[src/rtl/decode_issue_pkg.sv]
// rtl/decode_issue_pkg.sv - opcode/funct codes shared with the ALU and the decode helper
package decode_issue_pkg;

  localparam logic [5:0] OP_RTYPE = 6'h00;
  localparam logic [5:0] OP_ADDI  = 6'h08;
  localparam logic [5:0] OP_ADDIU = 6'h09;
  localparam logic [5:0] OP_SLTI  = 6'h0A;
  localparam logic [5:0] OP_SLTIU = 6'h0B;
  localparam logic [5:0] OP_ANDI  = 6'h0C;
  localparam logic [5:0] OP_ORI   = 6'h0D;
  localparam logic [5:0] OP_XORI  = 6'h0E;
  localparam logic [5:0] OP_LW    = 6'h23;
  localparam logic [5:0] OP_SW    = 6'h2B;

  localparam logic [5:0] FN_SLL  = 6'h00;
  localparam logic [5:0] FN_SRL  = 6'h02;
  localparam logic [5:0] FN_SRA  = 6'h03;
  localparam logic [5:0] FN_ADD  = 6'h20;
  localparam logic [5:0] FN_ADDU = 6'h21;
  localparam logic [5:0] FN_SUB  = 6'h22;
  localparam logic [5:0] FN_SUBU = 6'h23;
  localparam logic [5:0] FN_AND  = 6'h24;
  localparam logic [5:0] FN_OR   = 6'h25;
  localparam logic [5:0] FN_XOR  = 6'h26;
  localparam logic [5:0] FN_NOR  = 6'h27;
  localparam logic [5:0] FN_SLT  = 6'h2A;
  localparam logic [5:0] FN_SLTU = 6'h2B;

  typedef struct packed {
    logic       legal;
    logic       use_rs;
    logic       use_rt;
    logic       has_dst;
    logic [4:0] dst;
    logic       load;
  } dec_t;

  // Illegal words decode to "uses nothing, writes nothing" so they never stall.
  function automatic dec_t decode_inst(input logic [31:0] inst);
    dec_t d;
    d = '0;
    case (inst[31:26])
      OP_RTYPE: begin
        case (inst[5:0])
          FN_SLL, FN_SRL, FN_SRA: begin
            d.legal  = 1'b1;
            d.use_rt = 1'b1;
          end
          FN_ADD, FN_ADDU, FN_SUB, FN_SUBU, FN_AND, FN_OR, FN_XOR, FN_NOR,
          FN_SLT, FN_SLTU: begin
            d.legal  = 1'b1;
            d.use_rs = 1'b1;
            d.use_rt = 1'b1;
          end
          default: d.legal = 1'b0;
        endcase
        if (d.legal) d.dst = inst[15:11];
      end
      OP_ADDI, OP_ADDIU, OP_SLTI, OP_SLTIU, OP_ANDI, OP_ORI, OP_XORI, OP_LW: begin
        d.legal  = 1'b1;
        d.use_rs = 1'b1;
        d.dst    = inst[20:16];
        d.load   = (inst[31:26] == OP_LW);
      end
      OP_SW: begin
        d.legal  = 1'b1;
        d.use_rs = 1'b1;
        d.use_rt = 1'b1;
      end
      default: d.legal = 1'b0;
    endcase
    d.has_dst = (d.dst != 5'd0);
    return d;
  endfunction

endpackage

[src/rtl/decode_issue_fwd.sv]
// rtl/decode_issue_fwd.sv - operand bypass mux: r0, then EX result, then WB data, then register file
module decode_issue_fwd (
  input  logic [4:0]  src,
  input  logic        ex_we,
  input  logic [4:0]  ex_dst,
  input  logic [31:0] ex_rslt,
  input  logic        wb_en,
  input  logic [4:0]  wb_addr,
  input  logic [31:0] wb_data,
  input  logic [31:0] rf_data,
  output logic [31:0] operand
);

  always_comb begin
    operand = rf_data;
    if (src == 5'd0)                      operand = 32'd0;
    else if (ex_we && ex_dst == src)      operand = ex_rslt;
    else if (wb_en && wb_addr == src)     operand = wb_data;
  end

endmodule

[src/rtl/decode_issue.sv]
// rtl/decode_issue.sv - decode/issue stage with operand forwarding, load/WAW scoreboard interlock and
// a backpressure-held issue register feeding the ALU
module decode_issue
  import decode_issue_pkg::*;
#(
  parameter int STALL_CNT_W = 32
) (
  input  logic                   clk,
  input  logic                   rst_n,
  input  logic                   if_valid,
  input  logic [31:0]            if_inst,
  output logic                   if_ready,
  input  logic                   flush,
  output logic [4:0]             rf_ra_rs,
  output logic [4:0]             rf_ra_rt,
  input  logic [31:0]            rf_rd_rs,
  input  logic [31:0]            rf_rd_rt,
  input  logic                   ex_we,
  input  logic [4:0]             ex_dst,
  input  logic [31:0]            ex_rslt,
  input  logic                   wb_en,
  input  logic [4:0]             wb_addr,
  input  logic [31:0]            wb_data,
  input  logic                   ex_ready,
  output logic                   iss_valid,
  output logic [5:0]             opcode,
  output logic [5:0]             funct,
  output logic [4:0]             shamt_in,
  output logic [15:0]            imm,
  output logic [31:0]            rrs,
  output logic [31:0]            rrt_in,
  output logic [4:0]             iss_dst,
  output logic                   iss_we,
  output logic                   iss_load,
  output logic                   illegal,
  output logic [STALL_CNT_W-1:0] stall_cnt
);

  dec_t        dec;
  logic [31:0] pending;
  logic [31:0] pending_nxt;
  logic [31:0] fwd_rs;
  logic [31:0] fwd_rt;
  logic        rs_wait;
  logic        rt_wait;
  logic        waw;
  logic        hazard;
  logic        accept;

  assign rf_ra_rs = if_inst[25:21];
  assign rf_ra_rt = if_inst[20:16];

  always_comb dec = decode_inst(if_inst);

  decode_issue_fwd u_fwd_rs (
    .src     (rf_ra_rs),
    .ex_we   (ex_we),
    .ex_dst  (ex_dst),
    .ex_rslt (ex_rslt),
    .wb_en   (wb_en),
    .wb_addr (wb_addr),
    .wb_data (wb_data),
    .rf_data (rf_rd_rs),
    .operand (fwd_rs)
  );

  decode_issue_fwd u_fwd_rt (
    .src     (rf_ra_rt),
    .ex_we   (ex_we),
    .ex_dst  (ex_dst),
    .ex_rslt (ex_rslt),
    .wb_en   (wb_en),
    .wb_addr (wb_addr),
    .wb_data (wb_data),
    .rf_data (rf_rd_rt),
    .operand (fwd_rt)
  );

  // A pending source being written back this cycle is already covered by the WB bypass.
  assign rs_wait = dec.use_rs && pending[rf_ra_rs] && !(wb_en && wb_addr == rf_ra_rs);
  assign rt_wait = dec.use_rt && pending[rf_ra_rt] && !(wb_en && wb_addr == rf_ra_rt);
  assign waw     = dec.has_dst && pending[dec.dst];
  assign hazard  = if_valid && (rs_wait || rt_wait || waw);

  assign if_ready = !hazard && !flush && (!iss_valid || ex_ready);
  assign accept   = if_valid && if_ready;

  // Clear first so a same-edge set of the same register wins.
  always_comb begin
    pending_nxt = pending;
    if (wb_en) pending_nxt[wb_addr] = 1'b0;
    if (accept && dec.load && dec.has_dst) pending_nxt[dec.dst] = 1'b1;
  end

  always_ff @(posedge clk or negedge rst_n) begin
    if (!rst_n) begin
      pending <= '0;
    end else begin
      pending <= pending_nxt;
    end
  end

  always_ff @(posedge clk or negedge rst_n) begin
    if (!rst_n) begin
      stall_cnt <= '0;
    end else if (hazard && stall_cnt != {STALL_CNT_W{1'b1}}) begin
      stall_cnt <= stall_cnt + STALL_CNT_W'(1);
    end
  end

  always_ff @(posedge clk or negedge rst_n) begin
    if (!rst_n) begin
      iss_valid <= 1'b0;
      iss_we    <= 1'b0;
      iss_load  <= 1'b0;
      illegal   <= 1'b0;
      opcode    <= '0;
      funct     <= '0;
      shamt_in  <= '0;
      imm       <= '0;
      rrs       <= '0;
      rrt_in    <= '0;
      iss_dst   <= '0;
    end else begin
      illegal <= 1'b0;
      if (flush) begin
        iss_valid <= 1'b0;
        iss_we    <= 1'b0;
        iss_load  <= 1'b0;
      end else if (accept) begin
        iss_valid <= 1'b1;
        iss_we    <= dec.has_dst;
        iss_load  <= dec.load;
        illegal   <= !dec.legal;
        opcode    <= if_inst[31:26];
        funct     <= if_inst[5:0];
        shamt_in  <= if_inst[10:6];
        imm       <= if_inst[15:0];
        rrs       <= fwd_rs;
        rrt_in    <= fwd_rt;
        iss_dst   <= dec.dst;
      end else if (!iss_valid || ex_ready) begin
        iss_valid <= 1'b0;
        iss_we    <= 1'b0;
        iss_load  <= 1'b0;
      end
    end
  end

endmodule

[config.mk]
export PLATFORM = sky130hd
export DESIGN_NAME = decode_issue
export DESIGN_NICKNAME = d
export VERILOG_FILES = /design/src/rtl/decode_issue_pkg.sv /design/src/rtl/decode_issue_fwd.sv /design/src/rtl/decode_issue.sv
export SDC_FILE = /design/constraint.sdc
export NUM_CORES = 1
export LEC_CHECK = 0
export ABC_AREA = 1
export CORE_ASPECT_RATIO = 0.7
export CORE_MARGIN = 2
export CORE_UTILIZATION = 51
export DETAILED_ROUTE_END_ITERATION = 6
export GPL_TIMING_DRIVEN = 1
export PLACE_DENSITY = 0.87
export SLEW_MARGIN = 20
export SYNTH_ARGS = -nofsm -noshare
export SYNTH_HDL_FRONTEND = slang
export SYNTH_SLANG_ARGS = --single-unit
[constraint.sdc]
create_clock -name clk -period 6.05 [get_ports clk]
set_clock_uncertainty 0.05 [all_clocks]
set_input_delay 1.21 -clock clk [delete_from_list [all_inputs] [get_ports clk]]
set_output_delay 1.21 -clock clk [all_outputs]
set_load 0.1 [all_outputs]
==> results of run 1 <==
==> metal layers <==
layer / vias up / part of all wire (%) / track usage [%]
met1: 5422 / 41 / 45.4
met2: 637 / 45 / 55.3
met4: 0 / 2.9 / 11.2
met5: - / 0 / 0
li1: 5508 / - / -
met3: 69 / 11 / 11.5
==> critical path: cells and delay by family <==
kind	cells	cell delay [ns]
buffers and inverters	3	0.74
AND/OR/NAND/NOR	12	1.81
AO/OA/AOI/OAI	2	0.17
==> layout make-up <==
cell class              instances  area, µm²
diodes                          3       7.51
inverters                     170        638
multi-input cells            1090       5150
repair buffers                342       3400
clock inverters                11        156
fillers                      1653       5670
well taps                     270        338
flip-flops and latches        159       3980
clock buffers                  21        460
==> how the worst max path moves through the flow <==
stage | cells past startpoint | to | slack (ns) | startpoint
after global placement | 19 | if_ready | 0.99 | if_inst[28]
after global routing | 19 | if_ready | 0.44 | if_inst[28]
after CTS | 17 | if_ready | 0.88 | if_inst[28]
final | 17 | if_ready | 0.85 | if_inst[28]
after detailed placement | 17 | if_ready | 0.89 | if_inst[28]
after floorplan | 18 | if_ready | 0.84 | if_inst[30]
==> cell families (layout without fill, tap and decap cells) <==
group / Yosys count / in the layout / synth area share (%)
AO/OA/AOI/OAI: 414 / 414 / 21.3
XOR/XNOR: 30 / 30 / 2.55
adder cells (fa/ha/maj): 1 / 1 / 0.121
buffers and inverters: 273 / 544 / 11.5
flip-flops: 159 / 159 / 38.6
other: 0 / 3 / 0
AND/OR/NAND/NOR: 645 / 645 / 25.9
==> Yosys cell counts (5+ instances only) <==
cell type    n  area, µm²
nand2_1    400       1500
nor4_1       9       56.3
nand4_1      6       37.5
o21ai_1     23        115
o21ai_0    263       1320
dfrtp_1    159       3980
nor3_1      17       85.1
a221oi_1     5       43.8
clkbuf_1    41        154
nor2_1      96        360
o22ai_1      8       50.1
xnor2_1     13        114
buf_2       24        120
nand2_2      6       37.5
nand3_1    101        505
a21oi_1     92        460
buf_4       27        203
buf_1        7       26.3
inv_1      162        608
xor2_1      17        149
==> where the power goes <==
part / internal (mW) / switching [mW]
Sequential: 1.23 / 0.117
Clock: 0.676 / 0.461
Combinational: 0.538 / 1.81
==> sequential cells by signal, indices dropped and copies added (netlist names), 5 cells and up <==
register   flops
stall_cnt     32
imm            7
rrt_in        32
pending       32
opcode         6
rrs           32
iss_dst        5
funct          5
==> stage by stage <==
step	worst slack (ns)	hold slack (ns)	total power, mW
finish	0.846	0.434	4.82
detailed placement	0.891	0.423	3.69
floorplan	0.835	0.420	3.06
global placement	0.985	0.415	3.67
CTS	0.879	0.438	4.83
global route	0.444	0.460	4.98
==> cell usage in the layout, fill, tap and decap left out, types with 4 or more instances in the layout <==
master	n
xnor2_1	13
nand4_1	6
inv_2	4
nor2_1	96
o21ai_0	263
nor4_1	9
o22ai_1	8
a221oi_1	5
nand2_1	400
buf_4	16
nand2_2	6
nor3_1	16
clkbuf_16	17
xor2_1	17
o21ai_1	23
a21oi_1	92
inv_1	160
dfrtp_1	159
nand3_1	100
clkinv_1	6
o211ai_1	4
clkdlybuf4s50_1	323
==> impl.org, run 1 <==
** Drt
- For this block, the initial DRC count from the detailed router was roughly 1,200.
- Summed over all layers, the routed wires come to between 30 and 40 mm.
- Number of detailed-routing iterations run before antenna repair :: 6
- DRC :: 0
- Avg WL per Cell :: ~18 µm
- After detailed routing, the number of vias per cell comes to between 5 and 6.
- DRT antenna net count :: 0
- For this block, the via count after detailed routing is roughly 12,000.

** Setup path
- Most common cell on crit path :: nand2_1
- Counting cells, the worst reg-to-reg path comes to 16.
- Setup crit start kind :: input port
- Required @ worst endpoint :: around 4.8 ns
- Crit path kind :: input port to output pin
- The largest single stage delay on the critical path is 0.48 ns.
- Largest driver fanout on the critical path :: 23
- Walking the worst path, the cells encountered are clkdlybuf4s50_1, nor2_1, nand4_1, nand2_2, nand2_2, nand2_2, nand2_1, o21ai_0, nand2_1, nand2_1, nand2_1, nand2_1, inv_1, nand3_2, a21boi_2, nor3_2, buf_12.
- In this run the critical register-to-register path is captured at stall_cnt[2].
- The startpoint identified for the worst register-to-register timing path is pending[7].
- STA puts the critical path data arrival time at approximately 3.9 ns.
- Standard cell with the maximum stage delay on the critical path :: clkdlybuf4s50_1
- STA classifies the critical path endpoint as an output pin.
- Flop-to-flop setup slack :: roughly 3.0 ns

** Finish
- In the final design database the tool counted about 2,000 nets.
- Measured on the finished design, the core utilization comes to 71.4%.
- For this run, the number of standard cells in the final layout without fillers is just over 2,000.
- The post-route netlist has 3.96% of its cells at a drive strength greater than 1.
- Syn-to-layout area delta :: 37.2%
- After routing the design area is approximately 14,000 µm².

** Timing
- Total negative slack for setup checks :: 0 ns
- Number of endpoints failing setup at the final stage :: 0
- Maximum frequency from static timing analysis :: a little under 0.2 GHz
- For the finished layout, the period the worst path requires is between 5 and 6 ns.
- Pins over their slew limit :: 0
- At the pin with the least slew margin, the transition time is around 1.1 ns.
- Headroom to the max-slew limit came out at between 20% and 30%.
- The worst path uses between 80% and 90% of the clock period.
- Setup repair after global routing left no endpoint under its margin.
- The count of endpoints failing hold in the final timing report was 0.

** Worst hold path
- Along the worst hold path, the cell count comes to 2.
- Startpoint of the most critical hold path :: rrt_in[9]
- Hold Path Class :: flop to flop
- Worst-case hold path end point :: rrt_in[9]

** CTS
- Buffers inserted during clock tree synthesis total 17.
- Clk Latency, worst-skew pair :: 0.43 ns
- Buffers inserted during post-CTS setup optimization :: 0
- Sinks on Clock Net :: about 160
- Root buf cell :: clkbuf_16
- Clock Pin Slew Worst Setup and Hold Paths :: about 0.060 ns
- TritonCTS built the clock tree.
- H-tree lvl count :: 4
- Bufs on Longest Clock Path :: 2
- Gates resized during post-CTS repair numbered 0.
- Total of hold buffers inserted after clock tree synthesis :: 0

** GRT
- The number of antenna violations at the first check in global routing was 3.
- Global routing finished with a remaining overflow of 0.
- The number of global-route vias before repair was around 11,000.
- The first global-routing pass estimated approximately 58 mm of wire.
- Entering global routing, the biggest net connects ~100 pins.
- Across every metal layer, demand over resource in global routing totals 34.8%.

** Synthesis
- The synthesized design contains 0 enable-type register cells.
- The number of different library cells used by synthesis comes to 40.
- For this run, the number of Yosys warnings is 0.
- The synthesized netlist occupies a cell area of around 10,000 µm².
- Among all flip-flop cells after synthesis, the most frequent one is dfrtp_1.
- Sequential fraction of the synthesis area :: 38.6%
- The number of nets handed over by synthesis was between 1,500 and 2,000.
- Counting flops and latches in the post-synthesis netlist gives ~160.
- Of all flip-flops after synthesis, the portion carrying an async set or reset was 100%.
- Each instance of the synthesized netlist takes up on average between 6 and 7 µm².
- Post-Syn Instances :: ~1,500

** Place
- Port Buffer Count :: between 300 and 400
- After detailed placement, the total cell area comes to ~14,000 µm².
- The wire-length estimate of the detail-placed layout is between 20 and 30 mm.
- In this run, placement finished with an instance count of around 2,000.
- Routability Congestion :: ~1.0

** Die
- Die width :: approximately 170 µm
- Floorplan die area :: 21,400 µm²
- Effective utilization at floorplan :: between 50 and 60%
- The initialized floorplan defines 43 standard-cell rows.
- I/O pins :: between 300 and 400
- Core area :: just under 20,000 µm²
- Die Y-Extent :: roughly 120 µm

** Flow run
- Max-cap violations in this run came to 0.

** Power and ir drop
- Power density relative to cell area :: around 340 nW/µm²
- IR analysis of the VDD net gives a maximum drop of between 0.2 and 0.3 mV.
- Leakage power of the design :: around 6.5 nW

** Status
- The flow ran to the end, and the final reports show no timing, DRC or antenna violations.
Note: power is estimated with default switching activity, not from simulation.
==> run 2: changes to the inputs <==
- ABC_AREA: 1 -> unset
- CORE_UTILIZATION: 51 -> 50
==> run 2 against run 1 <==
  * First-iteration DRC count down 21%
  * Combinational power down 14%
  * Sequential power down 4%
  * Power down 7.6%
  * Largest cell class unchanged
==> impl.org, run 2 <==
** Power and ir drop
- The power per cell area came to 331 nW/µm² (was 341 nW/µm²).
- The peak supply drop is 0.338 mV (was 0.257 mV).
- Final Total Pwr :: 4.46 mW (was 4.82 mW)
- The leakage power figure came to 5.38 nW (was 6.49 nW).

** Die
- The overall die width was 169 µm (was 174 µm).
- Row Count :: 42 (was 43)
- The I/O pin count came to 326 (unchanged).
- Effective utilization at floorplan :: 50.7% (was 52.0%)
- The total die area is 20,200 µm² (was 21,400 µm²).
- The height of the die is 120 µm (was 123 µm).
- Core area :: 18,800 µm² (was 19,800 µm²)

** Timing
- The max-slew headroom at the worst pin came to 26.7% (was 27.9%).
- Total negative slack for setup checks :: 0 ns (unchanged)
- The number of max-slew violations in the final report came to 0 (unchanged).
- Worst Hold Margin :: 0.436 ns (was 0.434 ns)
- Share of the clock period used by the worst path :: 94.3% (was 86.0%)
- The measured slew at the worst slew-check pin was 1.10 ns (was 1.08 ns).
- Final worst-path setup slack :: 0.342 ns (was 0.846 ns)
- The number of setup violations in the final report came to 0 (unchanged).
- Final critical path time including I/O delays and setup :: 5.71 ns (was 5.20 ns)
- Hold Violations, Final :: 0 (unchanged)
- The timing-limited maximum frequency is 0.175 GHz (was 0.192 GHz).
- Unrepaired setup endpoints after global routing :: no (unchanged)

** Setup path
- Standard cell with the maximum stage delay on the critical path :: clkdlybuf4s50_1 (unchanged)
- Critical R2R Capture :: stall_cnt[1] (was stall_cnt[2])
- Critical Path, Cell by Cell: clkdlybuf4s50_1, nand3_1, o32ai_2, and3b_1, o21ai_1, a32oi_1, o22ai_1, a311oi_2, a21boi_2, nor2b_1, nor3_2, buf_12 (was clkdlybuf4s50_1, nor2_1, nand4_1, nand2_2, nand2_2, nand2_2, nand2_1, o21ai_0, nand2_1, nand2_1, nand2_1, nand2_1, inv_1, nand3_2, a21boi_2, nor3_2, buf_12).
- The type of the setup path with the least slack is input port to output pin (unchanged).
- Launch point of the worst path :: if_inst[26] (was if_inst[28])
- Data arrival time of the worst path :: 4.45 ns (was 3.94 ns)
- The element type at the critical path start is an input port (unchanged).
- Required @ worst endpoint :: 4.79 ns (about the same)
- Type of destination of the critical path :: output pin (unchanged)
- The critical path's top delay family is compound AO/OA/AOI/OAI gates (was simple AND/OR/NAND/NOR gates).
- The count of cell instances traversed by the critical path came to 12 (was 17).
- The capturing element of the worst setup path is if_ready (unchanged).
- Buffer and inverter count on the worst path :: 2 (was 3)
- Worst r2r path cells :: 10 (was 16)
- Largest driver fanout on the critical path :: 14 (was 23)
- Launching point of the worst reg2reg path :: stall_cnt[6] (was pending[7])
- Flop-to-flop setup slack :: 2.52 ns (was 3.03 ns)
- Delay of the slowest critical-path stage :: 0.62 ns (was 0.48 ns)

** Finish
- Area of all sequential standard cells :: 3980 µm² (unchanged)
- Leading cell types in the layout, fill and taps excluded :: clkdlybuf4s50_1 (323), dfrtp_1 (159), nor2_1 (77) (was nand2_1 (400), clkdlybuf4s50_1 (323), o21ai_0 (263))
- Area used by multi-input combinational logic :: 5140 µm² (was 5150 µm²)
- The post-route non-filler standard cell count came to 1,443 (was 2,066).
- Final #Nets :: 1,365 (was 1,958)
- The count of fill cells added during filler insertion is 1,381 (was 1,653).
- Most common cell after layout, fill and taps aside :: clkdlybuf4s50_1 (was nand2_1)
- The area growth from synthesis to final layout is 41.3% (was 37.2%).
- Share of final-layout standard cells stronger than drive strength 1 :: 11.4% (was 3.96%)

** Place
- Placed cell count :: 1,410 (was 2,031)
- The half-perimeter wire length of the detailed placement result was 24.5 mm (was 28.0 mm).
- The post-place setup slack was 0.367 ns (was 0.891 ns).
- The final weighted congestion in routability-driven placement is 0.987 (was 1.01).
- Port Buffer Count :: 325 (unchanged)

** CTS
- The count of cells resized by post-cts repair was 0 (unchanged).
- The clock tree from TritonCTS is done (unchanged).
- The insertion delay of the later-clocked pin in the worst-skew pair was 0.42 ns (was 0.43 ns).
- The post-cts hold buffer count is 0 (unchanged).
- Clock Pin Slew Worst Setup and Hold Paths :: 0.07 ns (was 0.06 ns)
- Root buf cell :: clkbuf_16 (unchanged)
- The number of post-CTS setup repair buffers came to 0 (unchanged).
- Number of buffers created by CTS :: 17 (unchanged)
- Bufs on Longest Clock Path :: 2 (unchanged)
- Sinks on Clock Net :: 159 (unchanged)
- H-tree lvl count :: 4 (unchanged)

** Synthesis
- The number of distinct standard cells referenced by the synthesized netlist came to 63 (was 40).
- Commonest cells in the synthesized netlist :: dfrtp_1 (159), nor2_1 (79), o21ai_0 (75) (was nand2_1 (400), o21ai_0 (263), inv_1 (162))
- The count of flip-flops with a built-in enable after synthesis came to 0 (unchanged).
- The number of standard cells after synthesis was 904 (was 1,522).
- The most frequently used flop master after synthesis is dfrtp_1 (unchanged).
- Number of warning messages in the yosys log :: 0 (unchanged)
- The net count after synthesis is 1,082 (was 1,700).
- Biggest area contributors in the synthesized netlist: dfrtp_1 (42%), mux2_1 (6.8%), mux2i_1 (6.8%) (was dfrtp_1 (39%), nand2_1 (15%), o21ai_0 (13%)).
- Fraction of synthesized cell area taken by the top area cell type :: 41.7% (was 38.6%)
- The number of register bits inferred by synthesis was 159 (unchanged).
- Most area-hungry cell type in the Yosys netlist :: dfrtp_1 (unchanged)
- Netlist Area Pre-Place :: 9540 µm² (was 10,300 µm²)
- Sequential fraction of the synthesis area :: 41.7% (was 38.6%)
- The synthesized area per cell is 10.6 µm² (was 6.77 µm²).
- Async set-reset flop share out of synthesis :: 100% (unchanged)
- Most frequently used cell type in the post-synthesis netlist :: dfrtp_1 (was nand2_1)

** Drt
- Number of detailed-routing iterations run before antenna repair :: 5 (was 6)
- The remaining antenna violation count after routing is 0 (unchanged).
- The final routed wirelength across all metal layers was 33.3 mm (was 37.9 mm).
- The detailed-route via count came to 8,868 (was 11,600).
- DRC :: 0 (unchanged)
- Via-to-Cell Ratio :: 6.15 (was 5.63)
- Avg WL per Cell :: 23.1 µm (was 18.3 µm)
- The initial detailed-routing violation count was 975 (was 1,233).

** GRT
- Global-route total usage across every layer :: 33.4% (was 34.8%)
- Met2 usage in global routing :: 52.4% (was 55.3%)
- The global-route congestion overflow total came to 0 (unchanged).
- GRT met1 Usage :: 43.6% (was 45.4%)
- The met3 usage is 12.2% (was 11.5%).
- Global-route wire length before repair :: 52.0 mm (was 58.3 mm)
- The layer with the highest usage after global routing is met2 (unchanged).
- Number of global-route vias before repair :: 8,886 (was 10,700)
- Pin count of the biggest net entering global routing :: 93 (was 101)
- The number of antenna violations at the first check in global routing was 1 (was 3).

** Status
- Run status: finished, final reports clean (unchanged).

** Flow run
- Number of violations of the max-capacitance limit :: 0 (unchanged)

** Worst hold path
- The path category of the worst min-delay check is flop to flop (unchanged).
-- run 2: report_power, final --
part / internal (mW) / leakage, nW / switching [mW]
Clock: 0.672 / 0.301 / 0.474
Combinational: 0.512 / 3.06 / 1.51
Sequential: 1.20 / 2.01 / 0.0879
Total: 2.39 / 5.38 / 2.07
-- run 2: cell type report --
type,instances,share of cell area [%]
clock buffer,19,3.28
inverter,3,0.0835
multi-input combinational,659,38.1
antenna,1,0.0186
timing repair buffer,347,25.4
clock inverter,13,1.30
sequential,159,29.5
tap,242,2.25
-- run 2: cell families (layout without fill, tap and decap cells) --
family,after synthesis,in the layout,share of synthesized area [%]
fa+ha+maj,1,1,0.131
flops,159,159,41.7
simple gates,251,251,13.9
mux,175,175,22.2
compound gates,181,181,12.7
buf+inv,86,382,4.73
other cells,0,1,0
xor+xnor,51,51,4.68
-- run 2: how the worst min path moves through the flow --
stage / start / to / slack, ns / cells after the start
3_3_place_gp: rrt_in[18] / rrt_in[18] / 0.42 / 1
2_1_floorplan: pending[0] / pending[0] / 0.44 / 1
5_1_grt: rrt_in[28] / rrt_in[28] / 0.45 / 1
3_5_place_dp: iss_we / iss_we / 0.42 / 2
4_1_cts: opcode[1] / opcode[1] / 0.44 / 1
6_report: rrt_in[28] / rrt_in[28] / 0.44 / 1
-- run 2: per-layer routing --
layer,share of wire [%],routed length (µm),vias up
li1,-,-,3915
met1,41,13700,4387
met2,45,15000,509
met3,11,3720,57
met4,2.6,883,0
met5,0,0,-
-- run 2: stage by stage --
| stage | instance area [µm²] | util (%) |
|---|---|---|
| 6_report | 13500 | 71.7 |
| 5_1_grt | 13500 | 71.7 |
| 4_1_cts | 13500 | 71.7 |
| 3_5_place_dp | 12900 | 68.4 |
| 3_3_place_gp | 12900 | 68.4 |
| 2_1_floorplan | 9550 | - |
